`src/rtl/sram_req_arb_if.sv`:
```
// Requester and controller-side signals of the 23K640 SRAM request arbiter.
// slave = arbiter side, master = side that drives requests and controller responses.
interface sram_req_arb_if;
    logic [1:0]  i_req_valid;
    logic [1:0]  o_req_accept;
    logic [1:0]  i_req_rd_n_wr;
    logic [31:0] i_req_addr;
    logic [15:0] i_req_wdata;
    logic [1:0]  o_req_done;
    logic        o_req_err;
    logic [7:0]  o_req_rdata;
    logic        o_mem_valid;
    logic        o_mem_rd_n_wr;
    logic [15:0] o_mem_addr;
    logic [7:0]  o_mem_wdata;
    logic        i_mem_accept;
    logic        i_mem_done;
    logic [7:0]  i_mem_rdata;

    modport slave (
        input  i_req_valid, i_req_rd_n_wr, i_req_addr, i_req_wdata,
        input  i_mem_accept, i_mem_done, i_mem_rdata,
        output o_req_accept, o_req_done, o_req_err, o_req_rdata,
        output o_mem_valid, o_mem_rd_n_wr, o_mem_addr, o_mem_wdata
    );

    modport master (
        output i_req_valid, i_req_rd_n_wr, i_req_addr, i_req_wdata,
        output i_mem_accept, i_mem_done, i_mem_rdata,
        input  o_req_accept, o_req_done, o_req_err, o_req_rdata,
        input  o_mem_valid, o_mem_rd_n_wr, o_mem_addr, o_mem_wdata
    );
endinterface

```
`src/rtl/sram_req_arb.sv`:
```
// Two-requester round-robin arbiter/sequencer for the 23K640 SPI SRAM controller plus
// its advance pacing divider. Define SRAM_ARB_TIMEOUT_EN to add the transaction watchdog.
module sram_req_arb #(
    parameter int DIV     = 4,
    parameter int TIMEOUT = 4096
) (
    input  logic          i_clk,
    input  logic          i_rst,
    output logic          o_advance,
    sram_req_arb_if.slave bus
);
    localparam logic [1:0] S_IDLE  = 2'd0;
    localparam logic [1:0] S_ISSUE = 2'd1;
    localparam logic [1:0] S_WAIT  = 2'd2;
    localparam logic [1:0] S_RESP  = 2'd3;

    localparam int CNT_W = (DIV > 1) ? $clog2(DIV) : 1;
    localparam logic [CNT_W-1:0] CNT_MAX = CNT_W'(DIV - 1);

    logic [1:0]       state_q, state_d;
    logic             last_q, last_d;
    logic             grant_q, grant_d;
    logic             rd_q, rd_d;
    logic [15:0]      addr_q, addr_d;
    logic [7:0]       wdata_q, wdata_d;
    logic [7:0]       rdata_q, rdata_d;
    logic             err_q, err_d;
    logic [CNT_W-1:0] div_cnt_q, div_cnt_d;
    logic [1:0]       accept;
    logic             pick;
    logic             wd_expired;
    logic [15:0]      req_addr [2];
    logic [7:0]       req_wdata [2];

    genvar gi;
    generate
        for (gi = 0; gi < 2; gi++) begin : g_req
            assign req_addr[gi]  = bus.i_req_addr[16*gi +: 16];
            assign req_wdata[gi] = bus.i_req_wdata[8*gi +: 8];
        end
    endgenerate

    // On contention the requester not served last wins; otherwise the sole valid one.
    assign pick = (bus.i_req_valid == 2'b11) ? ~last_q : bus.i_req_valid[1];

`ifdef SRAM_ARB_TIMEOUT_EN
    localparam int WD_W = (TIMEOUT > 1) ? $clog2(TIMEOUT) : 1;
    localparam logic [WD_W-1:0] WD_MAX = WD_W'(TIMEOUT - 1);

    logic [WD_W-1:0] wd_q, wd_d;
    logic            wd_busy;

    // Count sits at zero outside ISSUE/WAIT, so it restarts on every ISSUE entry.
    assign wd_busy    = (state_q == S_ISSUE) || (state_q == S_WAIT);
    assign wd_d       = wd_busy ? wd_q + WD_W'(1) : '0;
    assign wd_expired = wd_busy && (wd_q == WD_MAX);

    always_ff @(posedge i_clk) begin
        if (i_rst) begin
            wd_q <= '0;
        end else begin
            wd_q <= wd_d;
        end
    end
`else
    assign wd_expired = 1'b0;
    if (TIMEOUT < 1) begin : g_timeout_unused
    end
`endif

    always_comb begin
        state_d = state_q;
        last_d  = last_q;
        grant_d = grant_q;
        rd_d    = rd_q;
        addr_d  = addr_q;
        wdata_d = wdata_q;
        rdata_d = rdata_q;
        err_d   = err_q;
        accept  = 2'b00;
        case (state_q)
            S_IDLE: begin
                if (bus.i_req_valid != 2'b00) begin
                    accept  = pick ? 2'b10 : 2'b01;
                    grant_d = pick;
                    last_d  = pick;
                    rd_d    = bus.i_req_rd_n_wr[pick];
                    addr_d  = req_addr[pick];
                    wdata_d = req_wdata[pick];
                    err_d   = 1'b0;
                    state_d = S_ISSUE;
                end
            end
            S_ISSUE: begin
                if (wd_expired) begin
                    rdata_d = 8'h00;
                    err_d   = 1'b1;
                    state_d = S_RESP;
                end else if (bus.i_mem_accept) begin
                    state_d = S_WAIT;
                end
            end
            S_WAIT: begin
                // A real completion beats a watchdog expiry in the same cycle.
                if (bus.i_mem_done) begin
                    rdata_d = rd_q ? bus.i_mem_rdata : 8'h00;
                    err_d   = 1'b0;
                    state_d = S_RESP;
                end else if (wd_expired) begin
                    rdata_d = 8'h00;
                    err_d   = 1'b1;
                    state_d = S_RESP;
                end
            end
            default: begin
                state_d = S_IDLE;
            end
        endcase
    end

    assign div_cnt_d = (div_cnt_q == CNT_MAX) ? '0 : div_cnt_q + CNT_W'(1);

    always_ff @(posedge i_clk) begin
        if (i_rst) begin
            state_q   <= S_IDLE;
            last_q    <= 1'b1;
            grant_q   <= 1'b0;
            rd_q      <= 1'b0;
            addr_q    <= '0;
            wdata_q   <= '0;
            rdata_q   <= '0;
            err_q     <= 1'b0;
            div_cnt_q <= '0;
        end else begin
            state_q   <= state_d;
            last_q    <= last_d;
            grant_q   <= grant_d;
            rd_q      <= rd_d;
            addr_q    <= addr_d;
            wdata_q   <= wdata_d;
            rdata_q   <= rdata_d;
            err_q     <= err_d;
            div_cnt_q <= div_cnt_d;
        end
    end

    assign o_advance         = !i_rst && (div_cnt_q == CNT_MAX);
    assign bus.o_req_accept  = i_rst ? 2'b00 : accept;
    assign bus.o_mem_valid   = (state_q == S_ISSUE);
    assign bus.o_mem_rd_n_wr = rd_q;
    assign bus.o_mem_addr    = addr_q;
    assign bus.o_mem_wdata   = wdata_q;
    assign bus.o_req_done    = (state_q == S_RESP) ? (grant_q ? 2'b10 : 2'b01) : 2'b00;
    assign bus.o_req_err     = (state_q == S_RESP) && err_q;
    assign bus.o_req_rdata   = (state_q == S_RESP) ? rdata_q : 8'h00;
endmodule

```
`src/flat_wrapper.sv`:
```
// flat-port wrapper written by rule: the top's interface ports become plain ports
module sram_req_arb_flat 
#(
    parameter int DIV     = 4,
    parameter int TIMEOUT = 4096
)
  (i_clk, i_rst, o_advance, bus_i_req_valid, bus_i_req_rd_n_wr, bus_i_req_addr, bus_i_req_wdata, bus_i_mem_accept, bus_i_mem_done, bus_i_mem_rdata, bus_o_req_accept, bus_o_req_done, bus_o_req_err, bus_o_req_rdata, bus_o_mem_valid, bus_o_mem_rd_n_wr, bus_o_mem_addr, bus_o_mem_wdata);
  sram_req_arb_if bus_i ();
  input  logic i_clk;
  input  logic i_rst;
  output logic o_advance;
  input wire logic [$bits(bus_i.i_req_valid)-1:0] bus_i_req_valid;
  input wire logic [$bits(bus_i.i_req_rd_n_wr)-1:0] bus_i_req_rd_n_wr;
  input wire logic [$bits(bus_i.i_req_addr)-1:0] bus_i_req_addr;
  input wire logic [$bits(bus_i.i_req_wdata)-1:0] bus_i_req_wdata;
  input wire logic [$bits(bus_i.i_mem_accept)-1:0] bus_i_mem_accept;
  input wire logic [$bits(bus_i.i_mem_done)-1:0] bus_i_mem_done;
  input wire logic [$bits(bus_i.i_mem_rdata)-1:0] bus_i_mem_rdata;
  output wire logic [$bits(bus_i.o_req_accept)-1:0] bus_o_req_accept;
  output wire logic [$bits(bus_i.o_req_done)-1:0] bus_o_req_done;
  output wire logic [$bits(bus_i.o_req_err)-1:0] bus_o_req_err;
  output wire logic [$bits(bus_i.o_req_rdata)-1:0] bus_o_req_rdata;
  output wire logic [$bits(bus_i.o_mem_valid)-1:0] bus_o_mem_valid;
  output wire logic [$bits(bus_i.o_mem_rd_n_wr)-1:0] bus_o_mem_rd_n_wr;
  output wire logic [$bits(bus_i.o_mem_addr)-1:0] bus_o_mem_addr;
  output wire logic [$bits(bus_i.o_mem_wdata)-1:0] bus_o_mem_wdata;
  assign bus_i.i_req_valid = bus_i_req_valid;
  assign bus_i.i_req_rd_n_wr = bus_i_req_rd_n_wr;
  assign bus_i.i_req_addr = bus_i_req_addr;
  assign bus_i.i_req_wdata = bus_i_req_wdata;
  assign bus_i.i_mem_accept = bus_i_mem_accept;
  assign bus_i.i_mem_done = bus_i_mem_done;
  assign bus_i.i_mem_rdata = bus_i_mem_rdata;
  assign bus_o_req_accept = bus_i.o_req_accept;
  assign bus_o_req_done = bus_i.o_req_done;
  assign bus_o_req_err = bus_i.o_req_err;
  assign bus_o_req_rdata = bus_i.o_req_rdata;
  assign bus_o_mem_valid = bus_i.o_mem_valid;
  assign bus_o_mem_rd_n_wr = bus_i.o_mem_rd_n_wr;
  assign bus_o_mem_addr = bus_i.o_mem_addr;
  assign bus_o_mem_wdata = bus_i.o_mem_wdata;
  sram_req_arb #(.DIV(DIV), .TIMEOUT(TIMEOUT)) u_core (.i_clk(i_clk), .i_rst(i_rst), .o_advance(o_advance), .bus(bus_i));
endmodule
```
`config.mk`:
```
export PLATFORM = sky130hd
export DESIGN_NAME = sram_req_arb_flat
export DESIGN_NICKNAME = d
export VERILOG_FILES = /design/src/rtl/sram_req_arb_if.sv /design/src/rtl/sram_req_arb.sv /design/src/flat_wrapper.sv
export SDC_FILE = /design/constraint.sdc
export NUM_CORES = 1
export LEC_CHECK = 0
export CORE_UTILIZATION = 31
export DETAILED_ROUTE_END_ITERATION = 6
export MAX_ROUTING_LAYER = met4
export PLACE_DENSITY = 0.64
export SYNTH_ARGS = -nofsm -noshare
export SYNTH_HDL_FRONTEND = slang
export SYNTH_SLANG_ARGS = --single-unit
```
`constraint.sdc`:
```
create_clock -name i_clk -period 1.9 [get_ports i_clk]
set_input_delay 0.38 -clock i_clk [delete_from_list [all_inputs] [get_ports i_clk]]
set_output_delay 0.38 -clock i_clk [all_outputs]
set_load 0.005 [all_outputs]
```
==> impl_metrics.tcl <==
set metrics [dict create \
    run_status "completed" \
    antenna_cells 0 \
    antenna_found_initial 0 \
    die_h_um 77.68 \
    synth_cells 171 \
    path_cells "clkdlybuf4s50_1" \
    cpPeakStageDelay_ns 0.60 \
    avgSynthCellArea_um2 10.38 \
    seq_area_frac_synth_pct 43.97 \
    port_buffers 102 \
    top_usage_layer "met2" \
    finClkSkew_ns 0.007415 \
    nets 346 \
    rsz0062_at_grt "no" \
    finalHoldViolations 0 \
    numCtsBuffers 5 \
    power_frac_comb_pct 44.7 \
    clockPowerShare_pct 18.0 \
    hold_class "reg2reg" \
    syn_nets 240 \
    grt_pass1_wl_um 7976 \
    synth_top_area_share_pct 43.97 \
    fin_ws_ns 0.1152 \
    peakVddDrop_mv 0.4129 \
    grt_use_total_pct 17.33 \
    min_period_over_period_pct 93.94 \
    drc_errors 0 \
    ant_nets 0 \
    die_w_um 77.68 \
    use_met2_pct 28.05 \
    drv_cap 0 \
    dp_hpwl_um 3500 \
    dp_slack_ns -0.2864 \
    grt_util_met3_pct 5.529 \
    cp.buffers_inverters 1 \
    area_growth_pct 67.09 \
    p_sw_share_pct 30.94 \
    core_um2 5507 \
    grt_pass1_vias 1664 \
    power_density_nw_per_um2 1020 \
    first_pass_iters 4 \
    cts.sinks 39 \
    grt_max_degree 27 \
    final_area_um2 2967 \
    slowest_stage "clkdlybuf4s50_1" \
    gp_congestion 0.7321 \
    io-pin-count 104 \
    yosys.area.top_type "dfxtp_1" \
    num_vias 1661 \
    overflow 0 \
    path_max_fanout 10 \
    die_area_um2 6034 \
    maxSlewViolCount 0 \
    cp-start-kind "flip-flop" \
    post_cts_buffers 0 \
    worst-setup-path-type "reg2out" \
    drive_gt1_share_pct 15.83 \
    synth-seq-cells 39 \
    critPathTopFamily "buffers and inverters" \
    num_rows 27 \
    pwr-share-seq_pct 37.2 \
    syn_area_um2 1775 \
    drt_iter0_drc 65 \
    max_freq_mhz 560.3 \
    worstPathArrival_ns 1.40 \
    setup_viol 0 \
    synth_warnings 0 \
    use_met1_pct 20.74 \
    cts_max_path_buffers 2 \
    total_leakage_power_nw 1.159 \
    rrSetupSlack_ns 0.35 \
    viasPerCell 4.746 \
    start_util_pct 32.24 \
    dpl-instance-area_um2 2883 \
    required_ns 1.52 \
    clkTransAtPathRegs_ns 0.08 \
    cts_root_buffer "clkbuf_8" \
    cp-end-kind "output pin" \
    netlist_top_cells_area "dfxtp_1 44%, nor3b_1 11%, a221o_2 8.2%" \
    final_core_util_pct 53.87 \
    synth_cell_types 29 \
    routedWlPerCell_um 13.54 \
    ctsHtreeMaxLevel 2 \
    finalCriticalPeriod_ns 1.785 \
    p_int_w 0.002089 \
    tns_ns 0 \
    insertion_delay_ns 0.29 \
    routed_wl_um 4738 \
    cts_tree "yes" \
    power.switching_w 0.0009361 \
]
## timing repair
| action | CTS | global route |
|---|---|---|
| hold buffers | 0 | 0 |
| setup endpoints to repair | 12 | 3 |
| gates resized for setup | 18 | 5 |
## per-stage QoR
step | total power [W] | cells | hold WS [ns]
2_1_floorplan | 0.001814 | 171 | 0.4043
3_3_place_gp | 0.002491 | 342 | 0.4175
3_5_place_dp | 0.002503 | 342 | 0.4186
4_1_cts | 0.003080 | 350 | 0.4331
5_1_grt | 0.003250 | 350 | 0.4478
6_report | 0.003025 | 350 | 0.4296
## flip-flops by register name (all words and copies together), names as in the netlist
name                      flops
u_core.bus.o_mem_addr        16
u_core.grant_q                1
u_core.bus.o_mem_wdata        8
u_core.bus.o_mem_rd_n_wr      1
u_core.rdata_q                8
u_core.state_q                2
u_core.div_cnt_q              2
u_core.last_q                 1
## power groups by stage
stage	Sequential, W	Combinational (W)	Clock (W)
floorplan	0.00114	0.000674	0
finish	0.00113	0.00135	0.000545
global route	0.00116	0.00149	0.000605
CTS	0.00113	0.00138	0.000575
detailed placement	0.00114	0.00136	0
global placement	0.00114	0.00136	0
## final timing paths
| kind | to | cells past startpoint | startpoint |
|---|---|---|---|
| hold / removal | u_core.div_cnt_q[0] | 1 | u_core.div_cnt_q[0] |
| hold reg to reg | u_core.div_cnt_q[0] | 1 | u_core.div_cnt_q[0] |
| setup reg to reg | u_core.bus.o_mem_addr[4] | 7 | u_core.state_q[0] |
| setup / recovery | bus_o_mem_rd_n_wr | 1 | u_core.bus.o_mem_rd_n_wr |
## final cells by class
type | instances | area [um^2]
timing repair buffer | 115 | 1109
inverter | 3 | 11.26
fill | 533 | 2540
clock inverter | 2 | 12.51
tap | 72 | 90.09
clock buffer | 6 | 72.57
sequential | 39 | 782.0
multi-input combinational | 113 | 889.6
## synth_stat cells
cell type	count
a211o_1	1
a211oi_4	1
a21o_2	1
a21oi_1	9
a221o_1	12
a221o_2	13
and2_1	9
buf_1	2
buf_2	3
buf_4	4
buf_6	4
clkbuf_1	3
conb_1	1
dfxtp_1	39
ha_1	5
inv_1	3
mux2i_1	1
nand2_1	10
nand2_2	1
nand2b_1	4
nand4_1	8
nor2_1	3
nor2b_1	2
nor2b_2	1
nor3_1	1
nor3_4	1
nor3b_1	26
o21a_1	2
o311a_1	1
## kinds of logic (layout without fill, tap and decap cells)
kind of cell / Yosys count / count (layout) / share of synthesized area [%]
AND/OR/NAND/NOR: 66 / 66 / 23.89
AO/OA/AOI/OAI: 40 / 40 / 21.07
flip-flops: 39 / 39 / 43.97
buffers and inverters: 19 / 126 / 6.765
adder cells (fa/ha/maj): 5 / 5 / 3.524
other: 1 / 1 / 0.2112
multiplexers: 1 / 1 / 0.5638
## cells in the final DEF, fill, tap and decap left out, drive strengths merged, types with 2 or more instances in the layout
master	count
inv	3
nand2	11
dlygate4sd2	11
nand4	8
nor2b	3
ha	5
buf	14
nor3b	26
nor2	3
o21a	2
a21oi	9
nor3	2
nand2b	4
and2	9
dfxtp	39
clkbuf	8
a221o	25
clkdlybuf4s50	87
## layer usage
metal  up-vias  wire length (um)
li1        848                 -
met1       740              2146
met2        69              2199
met3         4               358
met4         0                33
met5         -                 0
(Power assumes the default switching activity.)
